<file path="src/rtl/heston_pkg.sv">
// heston_pkg: shared Q8.24 types, constants, FSM state encoding and accumulator helpers
package heston_pkg;
  typedef logic signed [31:0] q8_24_t;
  localparam int FRAC_BITS = 24;
  localparam q8_24_t Q_ONE = 32'h0100_0000;
  typedef enum logic [2:0] {ST_IDLE, ST_ACCUM, ST_DISC, ST_WAIT, ST_DONE} state_t;
  // Signed overflow: both operands share a sign that the result does not.
  function automatic logic add_ovf(input q8_24_t a, input q8_24_t b);
    q8_24_t s;
    s = a + b;
    return (a[31] == b[31]) && (s[31] != a[31]);
  endfunction
  function automatic q8_24_t sat_add(input q8_24_t a, input q8_24_t b);
    return add_ovf(a, b) ? (a[31] ? q8_24_t'(32'h8000_0000) : q8_24_t'(32'h7FFF_FFFF)) : a + b;
  endfunction
endpackage

</file>
<file path="src/rtl/mc_price_controller.sv">
// mc_price_controller: accumulates N_PATHS Monte-Carlo payoffs, hands the sum to an
// external discount_engine and captures the discounted price.
// Ports: clk/rst (sync, active-high); start pulse with r/T latched on accept;
// payoff_valid/payoff_ready/payoff stream; de_en/de_sum/de_count/de_r/de_T to the
// engine, de_price back; price/price_valid result; busy while a run is in progress.
// Optional build macro ACC_SAT_EN: saturating accumulator plus sticky sat_flag output.
module mc_price_controller
  import heston_pkg::*;
#(
  parameter int N_PATHS    = 100,
  parameter int DE_LATENCY = 1
) (
  input  logic   clk,
  input  logic   rst,
  input  logic   start,
  input  q8_24_t r,
  input  q8_24_t T,
  input  logic   payoff_valid,
  output logic   payoff_ready,
  input  q8_24_t payoff,
  output logic   de_en,
  output q8_24_t de_sum,
  output q8_24_t de_count,
  output q8_24_t de_r,
  output q8_24_t de_T,
  input  q8_24_t de_price,
  output q8_24_t price,
  output logic   price_valid,
`ifdef ACC_SAT_EN
  output logic   sat_flag,
`endif
  output logic   busy
);
  localparam q8_24_t COUNT_Q = q8_24_t'(N_PATHS << FRAC_BITS);
  state_t state_q, state_d;
  q8_24_t sum_q, sum_d, r_q, r_d, t_q, t_d, count_q, count_d, price_q, price_d;
  logic [7:0] cnt_q, cnt_d;
  logic [15:0] wcnt_q, wcnt_d;
`ifdef ACC_SAT_EN
  logic sat_q, sat_d;
  assign sat_flag = sat_q;
`endif
  always_comb begin
    state_d = state_q;
    sum_d   = sum_q;
    r_d     = r_q;
    t_d     = t_q;
    count_d = count_q;
    price_d = price_q;
    cnt_d   = cnt_q;
    wcnt_d  = wcnt_q;
`ifdef ACC_SAT_EN
    sat_d   = sat_q;
`endif
    case (state_q)
      ST_IDLE: if (start) begin
        r_d     = r;
        t_d     = T;
        sum_d   = '0;
        cnt_d   = '0;
        price_d = '0;
`ifdef ACC_SAT_EN
        sat_d   = 1'b0;
`endif
        state_d = ST_ACCUM;
      end
      ST_ACCUM: if (payoff_valid) begin
`ifdef ACC_SAT_EN
        sum_d = sat_add(sum_q, payoff);
        sat_d = sat_q | add_ovf(sum_q, payoff);
`else
        sum_d = sum_q + payoff;
`endif
        cnt_d = cnt_q + 8'd1;
        if (cnt_q == 8'(N_PATHS - 1)) begin
          count_d = COUNT_Q;
          state_d = ST_DISC;
        end
      end
      ST_DISC: begin
        wcnt_d  = 16'(DE_LATENCY);
        state_d = ST_WAIT;
      end
      // de_price becomes valid DE_LATENCY cycles after de_en; the last WAIT cycle is that one.
      ST_WAIT: begin
        wcnt_d = wcnt_q - 16'd1;
        if (wcnt_q == 16'd1) begin
          price_d = de_price;
          state_d = ST_DONE;
        end
      end
      ST_DONE: state_d = ST_IDLE;
      default: state_d = ST_IDLE;
    endcase
  end
  always_ff @(posedge clk) begin
    if (rst) begin
      state_q <= ST_IDLE;
      sum_q   <= '0;
      r_q     <= '0;
      t_q     <= '0;
      count_q <= '0;
      price_q <= '0;
      cnt_q   <= '0;
      wcnt_q  <= '0;
`ifdef ACC_SAT_EN
      sat_q   <= 1'b0;
`endif
    end else begin
      state_q <= state_d;
      sum_q   <= sum_d;
      r_q     <= r_d;
      t_q     <= t_d;
      count_q <= count_d;
      price_q <= price_d;
      cnt_q   <= cnt_d;
      wcnt_q  <= wcnt_d;
`ifdef ACC_SAT_EN
      sat_q   <= sat_d;
`endif
    end
  end
  // sum, r and T only change on an accepted start or in ACCUM, so they are stable DISC..DONE.
  assign payoff_ready = state_q == ST_ACCUM;
  assign de_en        = state_q == ST_DISC;
  assign price_valid  = state_q == ST_DONE;
  assign busy         = state_q != ST_IDLE;
  assign de_sum       = sum_q;
  assign de_count     = count_q;
  assign de_r         = r_q;
  assign de_T         = t_q;
  assign price        = price_q;
endmodule

</file>
<file path="config.mk">
export PLATFORM = sky130hd
export DESIGN_NAME = mc_price_controller
export DESIGN_NICKNAME = d
export VERILOG_FILES = /design/src/rtl/heston_pkg.sv /design/src/rtl/mc_price_controller.sv
export SDC_FILE = /design/constraint.sdc
export NUM_CORES = 1
export LEC_CHECK = 0
export CAP_MARGIN = 20
export CORE_MARGIN = 3
export CORE_UTILIZATION = 48
export DETAILED_ROUTE_END_ITERATION = 16
export PLACE_DENSITY_LB_ADDON = 0.15
export SYNTH_ARGS = -nofsm -noshare
export SYNTH_HDL_FRONTEND = slang
export SYNTH_SLANG_ARGS = --single-unit
export TNS_END_PERCENT = 30
</file>
<file path="constraint.sdc">
create_clock -name clk -period 6.99 [get_ports clk]
set_input_delay 0.699 -clock clk [delete_from_list [all_inputs] [get_ports clk]]
set_output_delay 0.699 -clock clk [all_outputs]
set_load 0.05 [all_outputs]
</file>
==> impl_summary.txt, run 1 <==
----------------------------------------------------
[Flow run]
  Number of violations of the max-capacitance limit ... 0

[Power and ir drop]
  Power density over the cells ... between 200 and 300 nW/µm²
  Total power ... roughly 2.9 mW
  Largest voltage drop on the vdd net ... 0.191 mV
  Leakage Power ... roughly 4.2 nW

[Place]
  Worst setup slack after placement ... around 3400 ps
  Count of port buffers added during placement ... 266
  HPWL after detailed placement ... 15300 µm
  Dpl cell area ... about 10000 µm²
  Total placed cells including tap cells ... between 1000 and 1500
  Global placer's final weighted congestion ... about 0.85

[Synthesis]
  Number of enable flip-flop cells after synthesis ... 0
  Share of Yosys cell area claimed by the top area cell type ... 40.3%
  Cell taking the most area after synthesis ... sky130_fd_sc_hd__dfxtp_1
  Dominant combinational cell family by area after synthesis ... simple AND/OR/NAND/NOR gates
  Commonest cells in the synthesized netlist ... sky130_fd_sc_hd__nand2_1, sky130_fd_sc_hd__dfxtp_1, sky130_fd_sc_hd__a21oi_1, sky130_fd_sc_hd__nor2_1, sky130_fd_sc_hd__nand3_1
  Post-synthesis xor/xnor area fraction ... 3.62%
  Total of warnings raised by yosys ... 0
  Dominant register cell in the synthesized netlist ... sky130_fd_sc_hd__dfxtp_1
  Adder-cell share of the synthesized area ... under 10%
  Post-synthesis sequential area ratio ... between 40% and 50%
  Synth top area cells ... sky130_fd_sc_hd__dfxtp_1, sky130_fd_sc_hd__nand2_1, sky130_fd_sc_hd__a21oi_1
  Yosys reg bits ... roughly 160
  Post-synthesis async set-or-reset flop share ... 0%
  Synthesized cell area ... roughly 7700 µm²
  Share of cell area taken by muxes after synthesis ... less than 1%
  Post-synthesis compound-gate area fraction ... 20.7%
  Post-synthesis cell count ... 950
  Netlist cell types ... between 70 and 80
  Area share of and/or/nand/nor cells after synthesis ... about 22%
  Avg Inst Size Synth ... between 8 and 9 µm²
  Most instantiated library cell after synthesis ... sky130_fd_sc_hd__nand2_1

[Drt]
  Vias/cell ... roughly 5.1
  Detailed Routing Iterations Pass 1 ... 5
  Final wirelength ... roughly 21000 µm
  Average wire per cell in the routed design ... 15.1 µm
  Number of DRC violations after detailed routing ... 0
  Number of nets with antenna violations after routing ... 0
  Total via count after detailed routing ... around 7200
  Violation count after the first detailed-route iteration ... ~410

[Clock network]
  Skew-Pair Late Insertion Delay ... between 400 and 500 ps
  Clock buffers created by TritonCTS ... 17
  Clock tree from TritonCTS ... done
  Hold-fix buffer count after cts ... 0
  Buffer type at the clock tree root ... sky130_fd_sc_hd__clkbuf_16
  Setup repair bufs after CTS ... 0
  # H-tree levels ... 4
  Number of clock sinks seen by CTS ... 156
  Number of instances resized during post-cts repair ... 0
  Clock transition at path regs ... ~60 ps
  Number of buffers between clock root and the deepest sink ... 2

[Timing]
  Final total negative setup slack ... 0 ps
  Period minus WS final ... 3140 ps
  Final clock period utilization by the worst path ... around 45%
  Fin worst setup slack ... between 3000 and 4000 ps
  Max_slew headroom ... 43.1%
  Clock skew after layout ... 9.34 ps
  Final setup vio count ... 0
  Final Hold Vio Count ... 0
  Final-layout worst hold slack ... 449 ps
  Maximum clock rate ... around 320 MHz
  Final number of max-transition violations ... 0
  Setup repair after global routing missed its margin ... false
  Actual slew at the worst max-slew pin ... 852 ps

[GRT]
  Number of global-route vias before repair ... 6795
  Number of antenna violations at the first check in global routing ... 0
  Total global routing overflow ... 0
  Global routing usage summed across all routing layers ... around a quarter
  Maximum number of pins on one net before global-route repair ... 82
  Global-route wire length before repair ... around 34000 µm

[Finish]
  Final design instance area without fill ... between 10000 and 15000 µm²
  Layout cell share with drive strength beyond 1 ... under 10%
  Final core area utilization ... a little under three quarters
  Non-filler instance count after layout ... 1409
  Count of inserted antenna diode cells ... 0
  Net total in the final layout ... 1352
  Layout Area Growth over Synthesis ... 41.6%

[Floorplanning]
  Row Count ... 45
  Die X-Extent ... approximately 130 µm
  Num ports ... between 200 and 300
  Core area ... around 15000 µm²
  Initial cell density of the core ... 50.0%
  Full die area ... between 15000 and 20000 µm²
  Die H ... 133 µm

[Setup path]
  Slowest stage cell on the critical path ... sky130_fd_sc_hd__clkdlybuf4s50_1
  CP startpoint kind ... input pin
  Kind of end point of the critical path ... flip-flop
  Launch point of the worst path ... payoff[0]
  Cells along the critical path ... clkdlybuf4s50_1 > ha_1 > inv_1 > fa_1 > nor2b_4 > o21ai_2 > a21boi_2 > o21ai_4 > a41oi_4 > a311oi_4 > o31ai_2 > mux2i_1 > nand2_1
  Critical path peak fanout ... 4
  Critical path class ... input pin to flip-flop
  Biggest cell delay along the critical path ... 480 ps
  Worst Path Required ... between 7000 and 8000 ps
  Worst endpoint data arrival time ... roughly 3400 ps
  Reg-to-reg startpoint ... de_sum[0]

[Min path]
  Type of the most critical hold path ... flip-flop to flip-flop
  Launch point of the worst hold path ... price[0]

[Outcome]
  Run status ... finished, final reports clean

----------------------------------------------------
## final timing paths
kind                 to  slack, ps  cells past startpoint
max reg2reg  de_sum[30]       4260                     12
max          de_sum[30]       3850                     13
min reg2reg    price[0]        450                      2
min            price[0]        450                      2
## cell type report
class                   instances  area [µm²]
multi-input cells             724        4210
clock inverters                14         183
clock buffers                  18         429
inverters                      14        52.6
well taps                     211         264
flip-flops and latches        156        3120
repair buffers                272        2710
fillers                      1234        4520
## worst max-delay path: cells and delay by family
kind / cells / cell delay, ps
AO/OA/AOI/OAI: 6 / 1200
buffers and inverters: 2 / 530
adder cells (fa/ha/maj): 2 / 610
AND/OR/NAND/NOR: 2 / 200
multiplexers: 1 / 210
## cell families (layout without fill, tap and decap cells)
family	count (synthesis)	count (layout)
adders and majority gates	35	35
and+or+nand+nor	374	374
buffers and inverters	98	318
AOI/OAI and AO/OA	250	250
DFF	156	156
muxes	4	4
xor gates and xnor gates	32	32
other	1	29
## routing by layer
| metal | routed length (µm) | vias to the layer above | track usage (%) |
|---|---|---|---|
| li1 | - | 3699 | - |
| met1 | 9000 | 3263 | 29.0 |
| met2 | 10300 | 222 | 39.2 |
| met3 | 1430 | 33 | 6.05 |
| met4 | 512 | 0 | 9.06 |
| met5 | 0 | - | 0 |
## power by group
| part | switching [mW] | leakage, nW | internal (mW) |
|---|---|---|---|
| Sequential | 0.0494 | 1.27 | 0.960 |
| Combinational | 0.575 | 2.64 | 0.313 |
| Clock | 0.386 | 0.295 | 0.571 |
## state kept, by name, summed over array words and instances (netlist names)
register	cells
state_q	3
de_T	32
wcnt_q	16
de_sum	32
price	32
cnt_q	8
de_r	32
de_count	1
## cell usage in the layout (no fill, tap or decap), types with 4 or more instances in the layout
cell | synthesis | routed
sky130_fd_sc_hd__o211ai_1 | 4 | 4
sky130_fd_sc_hd__clkbuf_16 | 0 | 17
sky130_fd_sc_hd__inv_1 | 14 | 14
sky130_fd_sc_hd__a21oi_1 | 137 | 136
sky130_fd_sc_hd__o21a_1 | 7 | 7
sky130_fd_sc_hd__o21bai_1 | 4 | 4
sky130_fd_sc_hd__and2_1 | 5 | 4
sky130_fd_sc_hd__o21ai_0 | 19 | 19
sky130_fd_sc_hd__conb_1 | 1 | 29
sky130_fd_sc_hd__nand2_1 | 207 | 206
sky130_fd_sc_hd__or2_2 | 5 | 5
sky130_fd_sc_hd__or4_1 | 6 | 6
sky130_fd_sc_hd__o21ai_1 | 7 | 7
sky130_fd_sc_hd__clkdlybuf4s50_1 | 0 | 265
sky130_fd_sc_hd__dfxtp_1 | 156 | 156
sky130_fd_sc_hd__nor3b_1 | 5 | 5
sky130_fd_sc_hd__xor2_1 | 16 | 16
sky130_fd_sc_hd__or3_1 | 5 | 5
sky130_fd_sc_hd__buf_4 | 32 | 7
sky130_fd_sc_hd__a21o_1 | 19 | 19
sky130_fd_sc_hd__nor2b_1 | 5 | 5
sky130_fd_sc_hd__nor2_1 | 50 | 49
sky130_fd_sc_hd__xnor2_1 | 16 | 16
sky130_fd_sc_hd__a21oi_2 | 6 | 7
sky130_fd_sc_hd__nor3_1 | 5 | 5
sky130_fd_sc_hd__ha_1 | 34 | 34
sky130_fd_sc_hd__nand4_1 | 8 | 8
sky130_fd_sc_hd__a31oi_1 | 4 | 4
sky130_fd_sc_hd__inv_6 | 0 | 6
sky130_fd_sc_hd__nand3_1 | 49 | 49
sky130_fd_sc_hd__a22oi_1 | 14 | 14
Note: power is estimated with default switching activity, not from simulation.
==> inputs of run 2 (changes only) <==
CORE_UTILIZATION = 40   (was 48)
clock period = 2.88 ns   (was 6.99 ns; I/O delays follow)
==> run 2 against run 1 <==
Total power is 150% higher. Global-route usage is 2.3 points lower. Cell count is 5.8% higher. Register-to-register slack got worse by 4000 ps. Combinational power grew to 2.5 times the previous value. First-iteration DRC count fell by 7.9%. Worst hold slack worse by 220 ps. Sequential share of layout area shrank 0.80 points. Final area grew 2.9%. Clock-buffer cell count is the same. Utilization is 11 points lower. Die area rose by 19%. Critical path type is now flip-flop to flip-flop. Largest power group unchanged. Highest routed layer unchanged.
==> impl_summary.txt, run 2 (same netlist as run 1, synthesis figures left out) <==
----------------------------------------------------
[Setup path]
  Number of cells on the critical path ... 12
  Worst Path Required ... ~3200 ps
  CP Capture Point ... de_sum[30]
  Cell count of the worst reg-to-reg path ... 12
  Critical path peak fanout ... 3
  Worst endpoint data arrival time ... slightly below 3000 ps
  Cells along the critical path ... ha_1 > inv_1 > fa_1 > nor2b_4 > o21ai_2 > a21boi_2 > o21ai_4 > a41oi_4 > a311oi_4 > o31ai_2 > mux2i_1 > nand2_1
  Reg2reg setup slack ... 270 ps
  Reg-to-reg startpoint ... de_sum[0]
  Family with the most delay on the worst path ... compound AO/OA/AOI/OAI gates
  Launch point of the worst path ... de_sum[0]
  Buf/Inv on CP ... 1
  Worst reg2reg path endpoint ... de_sum[30]
  Critical path class ... flip-flop to flip-flop
  CP startpoint kind ... flip-flop
  Kind of end point of the critical path ... flip-flop
  Biggest cell delay along the critical path ... 420 ps
  Slowest stage cell on the critical path ... sky130_fd_sc_hd__fa_1

[Timing]
  Maximum clock rate ... roughly 380 MHz
  Actual slew at the worst max-slew pin ... ~710 ps
  Final number of max-transition violations ... 0
  Clock skew after layout ... between 10 and 15 ps
  Setup repair after global routing missed its margin ... false
  Max_slew headroom ... between 50% and 60%
  Final-layout worst hold slack ... roughly 230 ps
  Period minus WS final ... between 2000 and 3000 ps
  Final clock period utilization by the worst path ... between 90% and 100%
  Fin worst setup slack ... roughly 270 ps
  Final setup vio count ... 0
  Final Hold Vio Count ... 0

[Clock network]
  Hold-fix buffer count after cts ... 0
  Number of instances resized during post-cts repair ... 0
  Number of clock sinks seen by CTS ... roughly 160
  Setup repair bufs after CTS ... 0
  Buffer type at the clock tree root ... sky130_fd_sc_hd__clkbuf_16
  Number of buffers between clock root and the deepest sink ... 2
  Clock tree from TritonCTS ... done
  Skew-Pair Late Insertion Delay ... roughly 420 ps
  # H-tree levels ... 4
  Clock transition at path regs ... ~70 ps
  Clock buffers created by TritonCTS ... 17

[Floorplanning]
  Core area ... between 15000 and 20000 µm²
  Initial cell density of the core ... 41.1%
  Row Count ... 50
  Die H ... about 150 µm
  Full die area ... around 21000 µm²
  Num ports ... 296
  Die X-Extent ... 145 µm

[Finish]
  Final core area utilization ... 60.0%
  Sequential cell area ... 3120 µm²
  Non-filler instance count after layout ... around 1500
  Area of combinational cells with multiple inputs ... roughly 4200 µm²
  Most common cell after layout, fill and taps aside ... sky130_fd_sc_hd__clkdlybuf4s50_1
  Commonest cells after routing, fill and taps aside ... sky130_fd_sc_hd__clkdlybuf4s50_1, sky130_fd_sc_hd__nand2_1, sky130_fd_sc_hd__dfxtp_1, sky130_fd_sc_hd__a21oi_1
  Layout cell share with drive strength beyond 1 ... about a tenth
  Count of inserted antenna diode cells ... 0
  Filler Cells Inserted ... 1715
  Layout Area Growth over Synthesis ... 45.8%
  Net total in the final layout ... about 1400

[GRT]
  Global-route wire length before repair ... approximately 37000 µm
  Maximum number of pins on one net before global-route repair ... 116
  Global routing usage summed across all routing layers ... 21.1%
  Number of global-route vias before repair ... a little under 7000
  Number of antenna violations at the first check in global routing ... 0
  Total global routing overflow ... 0

[Drt]
  Detailed Routing Iterations Pass 1 ... 5
  Sum of met2 wire segment lengths after detailed routing ... between 10000 and 15000 µm
  Number of DRC violations after detailed routing ... 0
  Vias/cell ... roughly 5
  Final wirelength ... 22700 µm
  Uppermost metal layer occupied by signal nets ... met4
  Total via count after detailed routing ... ~7400
  Routed length on met1 ... between 10000 and 15000 µm
  Met3 layer wire length in the routed design ... around 1400 µm
  Violation count after the first detailed-route iteration ... around 370
  Number of nets with antenna violations after routing ... 0
  Average wire per cell in the routed design ... 15.2 µm

[Outcome]
  Run status ... finished, final reports clean

[Place]
  Global placer's final weighted congestion ... between 0.8 and 0.9
  Total placed cells including tap cells ... around 1500
  Worst setup slack after placement ... -148 ps
  Count of port buffers added during placement ... about 270
  HPWL after detailed placement ... around 16000 µm

[Min path]
  Type of the most critical hold path ... input pin to flip-flop

[Power and ir drop]
  Total power ... between 7 and 8 mW
  Leakage Power ... 4.36 nW
  Power density over the cells ... a little over 600 nW/µm²
  Largest voltage drop on the vdd net ... about 0.45 mV

[Flow run]
  Number of violations of the max-capacitance limit ... 0

----------------------------------------------------
==> run 2: routing by layer <==
metal  up-vias  track usage, %
li1       3766               -
met1      3392            27.8
met2       246            33.8
met3        37            5.22
met4         0            7.55
met5         -               0
==> run 2: stage by stage <==
step,setup TNS (ps),cell area (µm²)
after floorplan,0,7850
after global placement,-276,10700
after detailed placement,-374,10700
after CTS,0,11300
after global routing,0,11300
final,0,11300
==> run 2: cell type report <==
class / instances / share of cell area, %
clock buffers: 18 / 3.89
clock inverters: 14 / 1.52
inverters: 14 / 0.465
multi-input cells: 724 / 37.3
flip-flops and latches: 156 / 27.7
well taps: 260 / 2.88
repair buffers: 305 / 26.3
==> run 2: worst min-delay path by stage <==
stage | start | slack [ps] | to | cells after the start
after floorplan | de_price[1] | 420 | price[1] | 2
after global placement | price[17] | 440 | price[17] | 2
after detailed placement | price[23] | 440 | price[23] | 2
after CTS | rst | 200 | de_sum[5] | 2
after global routing | rst | 220 | de_sum[9] | 2
final | rst | 230 | de_sum[7] | 2
==> run 2: where the power goes <==
| group | internal, mW | switching, mW | leakage [nW] |
|---|---|---|---|
| Combinational | 0.810 | 1.43 | 2.80 |
| Sequential | 2.33 | 0.120 | 1.27 |
| Clock | 1.34 | 0.985 | 0.298 |
| Total | 4.47 | 2.53 | 4.36 |
